===== config.mk =====
export PLATFORM = sky130hd
export DESIGN_NAME = gf180mcu_fd_sc_mcu7t5v0__nor_filt
export DESIGN_NICKNAME = d
export VERILOG_FILES = /design/src/rtl/gf180mcu_fd_sc_mcu7t5v0__nor_filt_pkg.sv /design/src/rtl/gf180mcu_fd_sc_mcu7t5v0__nor_filt_chan.sv /design/src/rtl/gf180mcu_fd_sc_mcu7t5v0__nor_filt.sv
export SDC_FILE = /design/constraint.sdc
export NUM_CORES = 1
export LEC_CHECK = 0
export BUFFER_PORTS_ARGS = -buffer_cell sky130_fd_sc_hd__clkbuf_2
export CORE_MARGIN = 2
export CORE_UTILIZATION = 38
export CTS_CLUSTER_DIAMETER = 40
export CTS_CLUSTER_SIZE = 24
export DETAILED_ROUTE_END_ITERATION = 8
export HOLD_SLACK_MARGIN = 0.12
export PLACE_DENSITY = 0.61
export SLEW_MARGIN = 20
export SYNTH_ARGS = -nofsm -noshare
export SYNTH_HDL_FRONTEND = slang
export SYNTH_SLANG_ARGS = --single-unit

===== constraint.sdc =====
create_clock -name CLK -period 2.76 [get_ports CLK]
set_input_delay 0.138 -clock CLK [delete_from_list [all_inputs] [get_ports CLK]]
set_output_delay 0.138 -clock CLK [all_outputs]
set_load 0.05 [all_outputs]

===== src/rtl/gf180mcu_fd_sc_mcu7t5v0__nor_filt_pkg.sv =====
// Shared definitions for the filtered multi-channel NOR.
// Holds the counter-width helper, the reset values of the filtered output and
// the synchroniser flops, and a legality check for the block parameters.
package gf180mcu_fd_sc_mcu7t5v0__nor_filt_pkg;

  // NOR of all-zero inputs is 1, so both the output and the synchroniser
  // come out of reset already agreeing with an idle input bus.
  localparam logic ZN_RST   = 1'b1;
  localparam logic SYNC_RST = 1'b1;

  // Ceiling log2; returns 0 for values of 0 or 1.
  function automatic int clog2(input int value);
    int r;
    r = 0;
    while ((1 << r) < value) r++;
    return r;
  endfunction

  // DEPTH=1 needs no counting at all, but a zero-width vector is illegal,
  // so the counter is always at least one bit wide.
  function automatic int cnt_width(input int depth);
    return (clog2(depth) > 0) ? clog2(depth) : 1;
  endfunction

  function automatic bit params_legal(input int width, input int depth,
                                      input int sync_stages);
    return (width >= 2) && (depth >= 1) &&
           (sync_stages >= 0) && (sync_stages <= 3);
  endfunction

endpackage


===== src/rtl/gf180mcu_fd_sc_mcu7t5v0__nor_filt_chan.sv =====
// One channel of the filtered NOR: combinational NOR, optional synchroniser
// chain, then a glitch filter that only lets a new level through after it has
// been seen on DEPTH consecutive enabled clocks.
// Ports:
//   clk, rst     clock (rising edge) and asynchronous active-high reset
//   en           filter enable; low freezes the counter and zn
//   bypass       zn follows the synchronised NOR directly, no filtering
//   a            WIDTH NOR inputs for this channel
//   zn           filtered NOR output (registered)
//   zn_chg       one-cycle pulse in the cycle zn takes a new value
module gf180mcu_fd_sc_mcu7t5v0__nor_filt_chan
  import gf180mcu_fd_sc_mcu7t5v0__nor_filt_pkg::*;
#(
  parameter int WIDTH       = 2,
  parameter int DEPTH       = 4,
  parameter int SYNC_STAGES = 2
) (
  input  logic             clk,
  input  logic             rst,
  input  logic             en,
  input  logic             bypass,
  input  logic [WIDTH-1:0] a,
  output logic             zn,
  output logic             zn_chg
);

  localparam int            CW      = cnt_width(DEPTH);
  localparam logic [CW-1:0] CNT_MAX = CW'(DEPTH - 1);

  logic          raw;
  logic          s;
  logic [CW-1:0] cnt;

  assign raw = ~|a;

  // Synchroniser: with zero stages the raw NOR feeds the filter directly.
  // The chain keeps shifting regardless of en/bypass.
  if (SYNC_STAGES == 0) begin : g_nosync
    assign s = raw;
  end else begin : g_sync
    logic [SYNC_STAGES-1:0] sync_q;

    always_ff @(posedge clk or posedge rst) begin
      if (rst) begin
        sync_q <= {SYNC_STAGES{SYNC_RST}};
      end else begin
        sync_q[0] <= raw;
        for (int i = 1; i < SYNC_STAGES; i++) sync_q[i] <= sync_q[i-1];
      end
    end

    assign s = sync_q[SYNC_STAGES-1];
  end

  // Glitch filter. cnt counts consecutive enabled edges on which s disagreed
  // with zn; any agreement clears it, so a short glitch earns no credit
  // towards the next one. Bypass overrides the enable.
  always_ff @(posedge clk or posedge rst) begin
    if (rst) begin
      zn     <= ZN_RST;
      zn_chg <= 1'b0;
      cnt    <= '0;
    end else if (bypass) begin
      zn     <= s;
      zn_chg <= (s != zn);
      cnt    <= '0;
    end else if (!en) begin
      zn_chg <= 1'b0;
    end else if (s == zn) begin
      zn_chg <= 1'b0;
      cnt    <= '0;
    end else if (cnt == CNT_MAX) begin
      zn     <= s;
      zn_chg <= 1'b1;
      cnt    <= '0;
    end else begin
      zn_chg <= 1'b0;
      cnt    <= cnt + CW'(1);
    end
  end

endmodule


===== src/rtl/gf180mcu_fd_sc_mcu7t5v0__nor_filt.sv =====
// Multi-channel NOR with per-channel synchroniser and glitch filter, for
// bringing asynchronous pad / wake-up signals into synchronous control logic.
// Ports:
//   CLK, RST   clock (rising edge) and asynchronous active-high reset
//   EN         filter enable; low freezes counters and ZN
//   BYPASS     ZN follows the synchronised NOR one cycle later, unfiltered
//   A          CHANNELS*WIDTH inputs; channel c uses A[c*WIDTH +: WIDTH]
//   ZN         filtered NOR per channel
//   ZN_CHG     one-cycle pulse per channel when its ZN changes
module gf180mcu_fd_sc_mcu7t5v0__nor_filt
  import gf180mcu_fd_sc_mcu7t5v0__nor_filt_pkg::*;
#(
  parameter int WIDTH       = 2,
  parameter int CHANNELS    = 4,
  parameter int DEPTH       = 4,
  parameter int SYNC_STAGES = 2
) (
  input  logic                      CLK,
  input  logic                      RST,
  input  logic                      EN,
  input  logic                      BYPASS,
  input  logic [CHANNELS*WIDTH-1:0] A,
  output logic [CHANNELS-1:0]       ZN,
  output logic [CHANNELS-1:0]       ZN_CHG
);

  // Refuse to elaborate with parameters the channel logic cannot honour.
  if (!params_legal(WIDTH, DEPTH, SYNC_STAGES) || (CHANNELS < 1)) begin : g_bad_params
    $error("nor_filt: illegal parameters WIDTH=%0d DEPTH=%0d SYNC_STAGES=%0d CHANNELS=%0d",
           WIDTH, DEPTH, SYNC_STAGES, CHANNELS);
  end

  // Channels are fully independent; each gets its own slice of A.
  for (genvar c = 0; c < CHANNELS; c++) begin : g_chan
    gf180mcu_fd_sc_mcu7t5v0__nor_filt_chan #(
      .WIDTH       (WIDTH),
      .DEPTH       (DEPTH),
      .SYNC_STAGES (SYNC_STAGES)
    ) u_chan (
      .clk    (CLK),
      .rst    (RST),
      .en     (EN),
      .bypass (BYPASS),
      .a      (A[c*WIDTH +: WIDTH]),
      .zn     (ZN[c]),
      .zn_chg (ZN_CHG[c])
    );
  end

endmodule

==> flow_summary.yaml <==
sta:
  slew_headroom_pct: 42.5
  setup_viol: 0
  slew_violations: 0
  fin_setup_tns_ns: 0
  finClkSkew_ns: 0.00139
  fmax_mhz: 730
  setup_ws_ns: 1.39
  min_period_ns: 1.37
  worst_pin_slew_ns: 0.861
  rsz0062_at_grt: "no"
  fin_crit_sh_pct: 49.6
  hold_viol_final: 0
detailed_routing:
  wire_per_inst_um: 11.3
  drtAntennaViolNets: 0
  viasPerCell: 4.82
  drt_iter0_drc: 2
  routed_wl_um: 1460
  dr.pass1.iters: 3
  vias: 626
  drc_errors: 0
final_layout:
  antenna_cells: 0
  area_growth_syn_to_layout_pct: 18.3
  final_nets: 117
  multi_input_area_sq_um: 314
  drive_gt1_share_pct: 39.0
  final-seq-area_sq_um: 616
  fin_util_pct: 48.1
  fillers: 236
yosys:
  async_reset_ff_share_pct: 100
  synth_area_leaders: "dfstp_2 31%, dfrtp_1 30%, buf_4 6.6%, ha_1 4.9%, mux2_2 4.4%"
  synth_area_sq_um: 1020
  synth-seq-area-share_pct: 60.5
  synth_cell_type_count: 18
  netlist_instances: 78
  synth-edff-count: 0
  synth_common_cells: "12 x dfrtp_1, 12 x dfstp_2, 9 x buf_4, 9 x nor2_1"
  synth_top_area_cell: "dfstp_2"
  syn_nets: 94
  synth_top_area_share_pct: 31.0
  ys_ff_latch: 24
  ys.warnings.count: 0
  synth_flop_cell: "dfstp_2"
  avgSynthCellArea_sq_um: 13.0
placed_design:
  gp_congestion: 0.712
  preCtsSetupSlack_ns: 1.41
  dp_hpwl_um: 1040
  io_buffers: 19
floorplanning:
  die_w_um: 55.7
  fp.coreArea_sq_um: 2500
  rows: 18
  start_util_pct: 40.7
  io_pins: 20
  fp.dieH_um: 55.7
  die_area_sq_um: 3110
clocking:
  htreeDepth: 1
  cts.sinks: 24
  ctsResizeCount: 0
  clk_path_buf_depth: 2
  worstSkewPairLatency_ns: 0.30
  cts_tree: "done"
  cts-root-buf: "clkbuf_4"
  clkTransAtPathRegs_ns: 0.12
  cts_buffers: 3
min_path:
  hp-start: "BYPASS"
  hold_class: "in2reg"
power_and_ir_drop:
  ir_drop_v: 0.000350
  powerDensity_nw_per_um2: 573
  leakage_nw: 0.571
critical_path:
  crit_type: "reg2reg"
  critPathMaxFanout: 3
  critPathRequiredTime_ns: 2.97
  cp-end-kind: "register"
  worstSetupStartpoint: "g_chan[3].u_chan.cnt[0]"
  worstPathArrival_ns: 1.58
  crit_path_start_kind: "register"
  r2r_slack_ns: 1.39
  r2r_start: "g_chan[3].u_chan.cnt[0]"
grt:
  grt_pass1_wl_um: 2770
  grtUsageTotal_pct: 11.5
  grt_max_degree: 25
  overflow: 0
  antenna_found_initial: 0
  grt_pass1_vias: 653
status:
  outcome: "finished, final reports clean"
run:
  max_cap_violations: 0
[cell families (layout without fill, tap and decap cells)]
kind of cell / Yosys count / count (layout) / synth area share (%)
flops: 24 / 24 / 60.5
xor+xnor: 4 / 4 / 3.44
mux: 4 / 4 / 4.43
fa+ha+maj: 4 / 4 / 4.92
buf+inv: 14 / 36 / 8.61
compound gates: 12 / 12 / 9.35
simple gates: 16 / 16 / 8.73
[critical path, stage by stage, from the launching register on]
cell and delay [ns]:
dfrtp_1 0.41, ha_1 0.21, or4b_1 0.52, o32ai_1 0.13
[cell usage in the layout (no fill, tap or decap)]
cell type,count
a21oi_1,4
a32o_1,4
and2b_1,1
clkbuf_2,19
clkbuf_4,3
clkbuf_8,1
dfrtp_1,12
dfstp_2,12
dlygate4sd3_1,9
ha_1,4
inv_1,4
mux2_2,4
nand3b_1,2
nor2_1,9
nor2b_1,2
o2bb2ai_1,1
o32ai_1,3
or4b_1,2
xnor2_1,2
xor2_1,2
[routing by layer]
metal  routed length (um)  track usage, %  part of all wire (%)
met3                   72            2.79                   4.9
met1                  658            13.7                    45
met5                    0               0                     0
met2                  693            18.5                    47
met4                   39            6.97                   2.7
[path summary, 6_finish.rpt]
| kind | endpoint | cells past startpoint |
|---|---|---|
| min in group asynchronous | g_chan[3].u_chan.cnt[1] | 3 |
| min | g_chan[3].u_chan.cnt[1] | 2 |
| max in group asynchronous | g_chan[1].u_chan.zn_chg | 3 |
| max reg2reg | g_chan[3].u_chan.cnt[0] | 3 |
| min reg2reg | g_chan[3].u_chan.g_sync.sync_q[1] | 0 |
| max | g_chan[3].u_chan.cnt[0] | 3 |
[stage by stage]
| step | hold slack [ns] | area [sq um] | total power [W] | std cells |
|---|---|---|---|---|
| floorplan | 0.144 | 1020 | 0.000495 | 78 |
| global placement | 0.250 | 1080 | 0.000504 | 117 |
| detailed placement | 0.255 | 1080 | 0.000508 | 117 |
| CTS | 0.170 | 1200 | 0.000698 | 130 |
| global route | 0.181 | 1200 | 0.000729 | 130 |
| finish | 0.181 | 1200 | 0.000690 | 130 |
[power breakdown]
group	total (W)	internal (W)	switching (W)
Combinational	0.000115	0.0000417	0.0000735
Sequential	0.000395	0.000382	0.0000126
Clock	0.000180	0.0000805	0.0000991
[state kept, by name (all words and copies together), names as in the netlist]
register	count
g_chan.u_chan.g_sync.sync_q	8
g_chan.u_chan.cnt	8
g_chan.u_chan.zn	4
g_chan.u_chan.zn_chg	4
[area by class of cell]
| cell class | count | share of cell area, % |
|---|---|---|
| flip-flops and latches | 24 | 51.1 |
| multi-input cells | 40 | 26.1 |
| repair buffers | 28 | 15.4 |
| well taps | 30 | 3.12 |
| clock buffers | 4 | 3.01 |
| inverters | 4 | 1.25 |
[what timing repair did]
item	CTS	global route
setup buffers	0	0
hold endpoints to repair	16	0
hold buffers	9	0
No activity file was read; power rests on OpenSTA's default activity.
